--- src/rtl/mega_axi_rd_arbiter.sv ---
// rtl/mega_axi_rd_arbiter.sv - N-port round-robin AXI read-channel arbiter with per-port outstanding limit
module mega_axi_rd_arbiter #(
    parameter int NUM_PORTS = 2,
    parameter int ID_W      = 4,
    parameter int ADDR_W    = 32,
    parameter int DATA_W    = 32,
    parameter int MAX_OUT   = 4
) (
    input  logic                          aclk,
    input  logic                          areset,
    // requester side, AR
    input  logic [NUM_PORTS-1:0]          p_arvalid,
    output logic [NUM_PORTS-1:0]          p_arready,
    input  logic [NUM_PORTS*ADDR_W-1:0]   p_araddr,
    input  logic [NUM_PORTS*8-1:0]        p_arlen,
    input  logic [NUM_PORTS*3-1:0]        p_arsize,
    input  logic [NUM_PORTS*2-1:0]        p_arburst,
    // requester side, R
    output logic [NUM_PORTS-1:0]          p_rvalid,
    input  logic [NUM_PORTS-1:0]          p_rready,
    output logic [DATA_W-1:0]             p_rdata,
    output logic [1:0]                    p_rresp,
    output logic                          p_rlast,
    // AXI master, AR
    output logic [ID_W-1:0]               arid,
    output logic [ADDR_W-1:0]             araddr,
    output logic [7:0]                    arlen,
    output logic [2:0]                    arsize,
    output logic [1:0]                    arburst,
    output logic [1:0]                    arlock,
    output logic [3:0]                    arcache,
    output logic [2:0]                    arprot,
    output logic                          arvalid,
    input  logic                          arready,
    // AXI master, R
    input  logic [ID_W-1:0]               rid,
    input  logic [DATA_W-1:0]             rdata,
    input  logic [1:0]                    rresp,
    input  logic                          rlast,
    input  logic                          rvalid,
    output logic                          rready,
    output logic                          err_bad_rid
);

    localparam int PTR_W = (NUM_PORTS > 1) ? $clog2(NUM_PORTS) : 1;
    localparam int CNT_W = 4;
    localparam logic [CNT_W-1:0] CNT_MAX   = CNT_W'(MAX_OUT);
    localparam logic [PTR_W-1:0] LAST_PORT = PTR_W'(NUM_PORTS - 1);

    typedef enum logic {
        S_IDLE = 1'b0,
        S_HOLD = 1'b1
    } state_t;

    state_t                r_state;
    state_t                w_state_nxt;
    logic [PTR_W-1:0]      r_rr_ptr;
    logic [PTR_W-1:0]      r_grant;
    logic [PTR_W-1:0]      w_winner;
    logic                  w_found;
    logic [NUM_PORTS-1:0]  w_eligible;
    logic [CNT_W-1:0]      r_cnt [NUM_PORTS];
    logic [NUM_PORTS-1:0]  w_inc;
    logic [NUM_PORTS-1:0]  w_dec;
    logic                  r_arvalid;
    logic [ADDR_W-1:0]     r_araddr;
    logic [7:0]            r_arlen;
    logic [2:0]            r_arsize;
    logic [1:0]            r_arburst;
    logic                  r_err;
    logic                  w_rid_ok;
    logic                  w_ar_hs;
    logic                  w_r_last_hs;
    logic                  w_grant_now;

    // A port may compete only while it is below its outstanding-burst limit
    always_comb begin
        for (int i = 0; i < NUM_PORTS; i++) begin
            w_eligible[i] = p_arvalid[i] & (r_cnt[i] != CNT_MAX);
        end
    end

    // Round-robin pick: first eligible port at or after r_rr_ptr; scanning downward lets the nearest one win
    always_comb begin
        int idx;
        idx      = 0;
        w_found  = 1'b0;
        w_winner = '0;
        for (int k = NUM_PORTS - 1; k >= 0; k--) begin
            idx = int'(r_rr_ptr) + k;
            if (idx >= NUM_PORTS) begin
                idx = idx - NUM_PORTS;
            end
            if (w_eligible[idx]) begin
                w_found  = 1'b1;
                w_winner = PTR_W'(idx);
            end
        end
    end

    // AR FSM state register
    always_ff @(posedge aclk or posedge areset) begin
        if (areset) begin
            r_state <= S_IDLE;
        end else begin
            r_state <= w_state_nxt;
        end
    end

    // AR FSM next state and the combinational requester-side accept
    always_comb begin
        w_state_nxt = r_state;
        p_arready   = '0;
        case (r_state)
            S_IDLE: begin
                if (w_found) begin
                    p_arready[w_winner] = 1'b1;
                    w_state_nxt         = S_HOLD;
                end
            end
            S_HOLD: begin
                if (arready) begin
                    w_state_nxt = S_IDLE;
                end
            end
            default: w_state_nxt = S_IDLE;
        endcase
    end

    assign w_grant_now = (r_state == S_IDLE) & w_found;
    assign w_ar_hs     = r_arvalid & arready;

    // AR payload capture on grant; held stable until the AXI handshake, which also advances the pointer
    always_ff @(posedge aclk or posedge areset) begin
        if (areset) begin
            r_arvalid <= 1'b0;
            r_araddr  <= '0;
            r_arlen   <= '0;
            r_arsize  <= '0;
            r_arburst <= '0;
            r_grant   <= '0;
            r_rr_ptr  <= '0;
        end else if (w_grant_now) begin
            r_arvalid <= 1'b1;
            r_araddr  <= p_araddr[int'(w_winner)*ADDR_W +: ADDR_W];
            r_arlen   <= p_arlen[int'(w_winner)*8 +: 8];
            r_arsize  <= p_arsize[int'(w_winner)*3 +: 3];
            r_arburst <= p_arburst[int'(w_winner)*2 +: 2];
            r_grant   <= w_winner;
        end else if ((r_state == S_HOLD) && arready) begin
            r_arvalid <= 1'b0;
            r_rr_ptr  <= (r_grant == LAST_PORT) ? '0 : r_grant + PTR_W'(1);
        end
    end

    assign w_r_last_hs = rvalid & rready & rlast;

    // Per-port burst start/finish events for the outstanding counters
    always_comb begin
        for (int i = 0; i < NUM_PORTS; i++) begin
            w_inc[i] = w_ar_hs & (r_grant == PTR_W'(i));
            w_dec[i] = w_r_last_hs & (rid == ID_W'(i));
        end
    end

    // Outstanding counters: simultaneous start and finish cancel, a stray last beat never underflows
    always_ff @(posedge aclk or posedge areset) begin
        if (areset) begin
            for (int i = 0; i < NUM_PORTS; i++) begin
                r_cnt[i] <= '0;
            end
        end else begin
            for (int i = 0; i < NUM_PORTS; i++) begin
                if (w_inc[i] && !w_dec[i]) begin
                    r_cnt[i] <= r_cnt[i] + CNT_W'(1);
                end else if (w_dec[i] && !w_inc[i] && (r_cnt[i] != '0)) begin
                    r_cnt[i] <= r_cnt[i] - CNT_W'(1);
                end
            end
        end
    end

    // R routing by rid; unknown ids are swallowed by holding rready high
    always_comb begin
        p_rvalid = '0;
        rready   = 1'b1;
        w_rid_ok = 1'b0;
        for (int i = 0; i < NUM_PORTS; i++) begin
            if (rid == ID_W'(i)) begin
                p_rvalid[i] = rvalid;
                rready      = p_rready[i];
                w_rid_ok    = 1'b1;
            end
        end
    end

    // Sticky flag for any beat carrying an id no port owns
    always_ff @(posedge aclk or posedge areset) begin
        if (areset) begin
            r_err <= 1'b0;
        end else if (rvalid && !w_rid_ok) begin
            r_err <= 1'b1;
        end
    end

    assign arvalid     = r_arvalid;
    assign arid        = ID_W'(r_grant);
    assign araddr      = r_araddr;
    assign arlen       = r_arlen;
    assign arsize      = r_arsize;
    assign arburst     = r_arburst;
    assign arlock      = 2'b00;
    assign arcache     = 4'b0000;
    assign arprot      = 3'b000;
    assign p_rdata     = rdata;
    assign p_rresp     = rresp;
    assign p_rlast     = rlast;
    assign err_bad_rid = r_err;

endmodule

--- config.mk ---
export PLATFORM = sky130hd
export DESIGN_NAME = mega_axi_rd_arbiter
export DESIGN_NICKNAME = d
export VERILOG_FILES = /design/src/rtl/mega_axi_rd_arbiter.sv
export SDC_FILE = /design/constraint.sdc
export NUM_CORES = 1
export LEC_CHECK = 0
export CORE_UTILIZATION = 38
export CTS_BUF_LIST = sky130_fd_sc_hd__clkbuf_2 sky130_fd_sc_hd__clkbuf_4 sky130_fd_sc_hd__clkbuf_8
export CTS_CLUSTER_DIAMETER = 30
export DETAILED_ROUTE_END_ITERATION = 8
export GPL_TIMING_DRIVEN = 0
export MAX_ROUTING_LAYER = met4
export PLACE_DENSITY_LB_ADDON = 0.25
export SLEW_MARGIN = 20
export SYNTH_ARGS = -nofsm -noshare
export SYNTH_HDL_FRONTEND = slang
export SYNTH_SLANG_ARGS = --single-unit
--- constraint.sdc ---
create_clock -name aclk -period 5.62 [get_ports aclk]
set_clock_uncertainty 0.2 [all_clocks]
set_input_delay 1.686 -clock aclk [delete_from_list [all_inputs] [get_ports aclk]]
set_output_delay 1.686 -clock aclk [all_outputs]
set_load 0.02 [all_outputs]
==> After elaboration in Yosys (flattened, before gate mapping) <==
Index checks and enable logic that the tools add are counted.
{ "totals": {"regBits": 58, "inputBits": 137, "output_inout_bits": 100} }
{ "classes": {"add_sub_neg": 8, "multipliers": 1, "magnitude_cmp": 6, "eq_ne": 3, "shifts": 4, "n_mux": 32, "bitwise_logic": 13, "n_reduce_logical": 21} }
{ "op_table": {"columns": ["cell", "n"], "rows": [
  ["< comparator 32 x 3 -> 1 bit, second input constant", 2],
  ["2-to-1 mux 32 bit", 2],
  ["variable part select 64 x 7 -> 32 bit", 1],
  ["2-to-1 mux 1 bit", 22],
  ["2-to-1 mux 4 bit", 4],
  ["variable part select 16 x 5 -> 8 bit", 1],
  ["bitwise AND 1 bit", 10],
  ["logical AND 1 bit", 9],
  ["adder 4 x 1 -> 4 bit, second input constant", 2],
  ["inequality test 4 x 3 -> 1 bit, second input constant", 2],
  ["nonzero test 4 bit", 2],
  ["subtractor 4 x 1 -> 4 bit, second input constant", 2],
  ["nonzero test 2 bit", 3],
  ["variable part select 6 x 4 -> 3 bit", 1],
  ["logical NOT 1 bit", 5],
  ["== test 4 x 1 -> 1 bit, second input constant", 1],
  ["logical NOT 4 bit", 1],
  ["2-to-1 mux 2 bit", 2],
  ["variable part select 4 x 3 -> 2 bit", 1],
  ["multiplier 1 x 2 -> 3 bit, second input constant", 1],
  ["NOT 1 bit", 3],
  ["subtractor 1 x 2 -> 3 bit, second input constant", 1],
  ["subtractor 2 x 2 -> 3 bit, second input constant", 1],
  ["adder 1 x 1 -> 2 bit, second input constant", 1],
  ["other kinds (8)", 8]
]} }

==> Depth between registers and ports, before layout <==
{ "logic_depth": {"depth_word": 14, "mapped_depth": 9, "mapped_depth_nobuf": 9} }

==> Least setup slack after synthesis <==
Ideal clock, no wire load.
{ "synth_timing": {"kind": "input to output", "start": "input p_arvalid[0]", "end": "output p_arready[0]", "t_arrival_ns": 2.748, "slack_ns": 0.986, "cell_stages": 6, "n_path_buf": 2, "path_cell_list": "inv_1 > a2bb2oi_1 > or2_2 > buf_2 > buf_2 > nor2_1"} }
{ "synth_via": {"elab_chain_len": 12} }
{ "synth_rtl": {"columns": ["item", "line", "rtl"], "rows": [
  ["from (decl)", "12", "input logic [NUM_PORTS-1:0] p_arvalid,"],
  ["bitwise AND 1 bit (*)", "79", "w_eligible[i] = p_arvalid[i] & (r_cnt[i] != CNT_MAX);"],
  ["2-to-1 mux 1 bit (implied by the code) (3 in series)", "94", "if (w_eligible[idx]) begin"],
  ["2-to-1 mux 1 bit (2 in series)", "94", null],
  ["< comparator 1 x 2 -> 1 bit (implied by the code) / greater-or-equal comparator 1 bit (equally long branches)", "117", "p_arready[w_winner] = 1'b1;"],
  ["logical AND 1 bit (implied by the code)", "117", null],
  ["2-to-1 mux 1 bit (implied by the code)", "117", null],
  ["demux 1 bit (select 1 bit)", "117", null],
  ["2-to-1 mux 2 bit (*)", "116", "if (w_found) begin"],
  ["2-to-1 mux 2 bit (*)", "114", "case (r_state)"],
  ["to (decl)", "13", "output logic [NUM_PORTS-1:0] p_arready,"]
]} }
Mark *: on every way between the ends. The rest lies on a longest branch, timed or not. The select of a mux whose other input is x is not followed.

==> Worst setup path in the final report <==
Same ends and word-level chain as after synthesis.

==> out/qor.tcl <==
set qor(outcome) {completed}
set qor(vias) 2982
set qor(type_of_the_worst_setup_path) {input port to primary output}
set qor(drt-vias-per-instance) 4.645
set qor(final_cell_mix) {sky130_fd_sc_hd__clkdlybuf4s50_1 (189), sky130_fd_sc_hd__dfrtp_1 (58), sky130_fd_sc_hd__nand2_1 (53), sky130_fd_sc_hd__buf_4 (49), sky130_fd_sc_hd__mux2i_1 (46)}
set qor(drt_pre_antenna_iters) 4
set qor(placement.io_buffers) 190
set qor(timing.hold.worst.class) {flop to flop}
set qor(fin_crit_ns) 5.360
set qor(wl_per_cell_um) 13.36
set qor(syn_area_sq_um) 3221
set qor(fp.dieW_um) 94.06
set qor(slew_headroom_pct) 52.89
set qor(utilization_pct) 67.34
set qor(detail_route.drc_violations) 0
set qor(netlist.area_leader.share_pct) 45.07
set qor(via_count_of_the_first_global_routing_pass) 2944
set qor(ys_seq_area_share_pct) 45.07
set qor(max_freq_ghz) 0.1866
set qor(area.sequential_sq_um) 1451
set qor(tritoncts.num_buffers) 9
set qor(finalHoldViolations) 0
set qor(cts-root-to-sink-buffers) 2
set qor(flops_latches_synth) 58
set qor(grt.total_usage_pct) 20.29
set qor(area_growth_pct) 71.79
set qor(unrepaired_setup_endpoints_after_global_routing) {false}
set qor(ir_drop_uv) 217.0
set qor(initial_utilization_pct) 39.20
set qor(htree_levels) 3
set qor(place_congestion) 0.7710
set qor(drtIter0Drc) 63
set qor(timing.critical_path.fanout_max) 10
set qor(worst_hold_slack_ns) 0.2603
set qor(post-route-period-util_pct) 95.37
set qor(ys_warn_count) 0
set qor(power_mw) 2.466
set qor(top_post_synthesis_cells_by_area) {sky130_fd_sc_hd__dfrtp_1 (45%), sky130_fd_sc_hd__mux2i_1 (14%), sky130_fd_sc_hd__buf_4 (11%)}
set qor(tritoncts) {yes}
set qor(powerDensity_nw_per_um2) 445.8
set qor(synth_top_area_cell) {sky130_fd_sc_hd__dfrtp_1}
set qor(globalRouteOverflowTotal) 0
set qor(fp.coreArea_sq_um) 8217
set qor(design.die.area_sq_um) 8847
set qor(max_cap_violations) 0
set qor(worst_setup_hold_path_clk_slew_ns) 0.07
set qor(grt_pass1_wl_mm) 13.34
set qor(synth.avg_cell_area_sq_um) 10.06
set qor(clkSinkCount) 58
set qor(grt_start_max_net_pins) 59
set qor(final_layout_size_suffix_gt1_share_pct) 15.08
set qor(leakagePower_nw) 2.485
set qor(detailedPlacementHpwl_mm) 6.815
set qor(final-setup-viol-count) 0
set qor(floorplan.die.height_um) 94.06
set qor(grt_antenna_before_repair) 0
set qor(cp_data_arrival_time_ns) 3.47
set qor(worstPathRequired_ns) 3.73
set qor(most_common_cell_after_layout_fill_and_taps_aside) {sky130_fd_sc_hd__clkdlybuf4s50_1}
set qor(wirelength_mm) 8.578
set qor(fillCellCount) 658
set qor(setup.worst_path.end_class) {primary output}
set qor(insertedDiodeCount) 0
set qor(multi_input_comb_area_sq_um) 1363
set qor(final_antenna_net_count) 0
set qor(post_synth_num_cell_types) 35
set qor(final_net_count) 675
set qor(clkLatencyLatePin_ns) 0.33
set qor(post_synth_inst_count) 320
set qor(setup.worst_path.start_class) {input port}
set qor(worst_pin_slew_ns) 0.7066
set qor(finalMaxSlewViolations) 0
set qor(io_pins) 237
set qor(cts.root.buffer_cell) {sky130_fd_sc_hd__clkbuf_8}
set qor(placementRows) 33
path summary, 6_finish.rpt:
| kind | depth (start not counted) | end | slack [ns] | startpoint |
|---|---|---|---|---|
| setup / recovery | 8 | p_arready[0] | 0.26 | p_arvalid[0] |
| hold / removal | 1 | err_bad_rid | 0.26 | err_bad_rid |
| setup reg to reg | 6 | araddr[21] | 3.18 | r_cnt[1] |
| hold reg to reg | 1 | err_bad_rid | 0.26 | err_bad_rid |
| max in group asynchronous | 2 | r_cnt[5] | 3.11 | areset |
| min in group asynchronous | 2 | araddr[25] | 1.64 | areset |
kinds of logic (layout without fill, tap and decap cells):
family                     Yosys count  in the layout  share of synthesized area, %
muxes                               51             51                         16.39
and+or+nand+nor                     73             73                         10.30
adders and majority gates            6              6                         2.797
other                                1             12                        0.1164
AOI/OAI and AO/OA                   58             58                         9.790
buffers and inverters               67            273                         13.91
DFF                                 58             58                         45.07
xor gates and xnor gates             6              6                         1.632
cell type report:
class                           count  area share [%]
Buffer                             63           7.825
Clock buffer                       10           2.374
Clock inverter                      6           1.900
Inverter                            4          0.3166
Multi-Input combinational cell    206           24.63
Sequential cell                    58           26.23
Tap cell                          105           2.374
Timing Repair Buffer              190           34.35
timing repair:
| item | 4_1_cts | 5_1_grt |
|---|---|---|
| hold buffers | 0 | 0 |
| setup buffers | 0 | 0 |
| gates resized for setup | 1 | 0 |
| endpoints found under the setup margin | 1 | 0 |
| hold endpoints to repair | 0 | 0 |
worst max-delay path, stage by stage:
cell and delay [ns]:
sky130_fd_sc_hd__clkdlybuf4s50_1 0.45, sky130_fd_sc_hd__inv_1 0.05, sky130_fd_sc_hd__a2bb2oi_1 0.14, sky130_fd_sc_hd__or2_2 0.30, sky130_fd_sc_hd__buf_2 0.20, sky130_fd_sc_hd__buf_2 0.20, sky130_fd_sc_hd__nor2_1 0.11, sky130_fd_sc_hd__dlygate4sd2_1 0.34
power breakdown:
group | total (mW) | internal [mW] | switching, mW
Combinational | 1.24 | 0.619 | 0.626
Sequential | 0.761 | 0.626 | 0.136
Clock | 0.460 | 0.297 | 0.163
Total | 2.47 | 1.54 | 0.925
cell usage after synthesis, drive strengths merged:
cell      n
nand3     2
mux2      4
o21ai    47
xor2      6
clkbuf    4
mux2i    47
or4b      1
ha        4
or2       1
inv       4
and3      1
nor2      3
fa        2
nand3b    1
nand2    54
conb      1
a21boi    2
o311a     1
a2bb2oi   1
nor4      2
a31oi     1
buf      59
dfrtp    58
a21o      4
or3b      1
nor4b     1
or3       3
a21oi     2
and2      1
nor3      2
per-layer routing:
| layer | part of all wire (%) | routed length, um | GRT usage, % | vias up |
|---|---|---|---|---|
| met1 | 39 | 3314 | 22.35 | 1390 |
| met4 | 1.3 | 115 | 6.923 | 0 |
| met2 | 52 | 4441 | 35.52 | 134 |
| met3 | 8.2 | 706 | 5.259 | 10 |
| met5 | 0 | 0 | - | - |
| li1 | - | - | - | 1448 |
sequential cells by signal, indices dropped and copies added (netlist names):
name / count
r_grant: 1
arburst: 2
r_state: 1
arsize: 3
err_bad_rid: 1
araddr: 32
arlen: 8
arvalid: 1
r_rr_ptr: 1
r_cnt: 8
per-stage QoR:
step | area, sq um | setup slack [ns] | std cells | setup TNS (ns)
finish | 5533 | 0.2603 | 642 | 0
floorplan | 3262 | 0.9856 | 331 | 0
global route | 5533 | 0.1400 | 642 | 0
global placement | 5295 | -0.02012 | 626 | -0.02012
detailed placement | 5298 | -0.01856 | 626 | -0.01856
CTS | 5533 | 0.2509 | 642 | 0
Power figures use the tool's default switching activity.
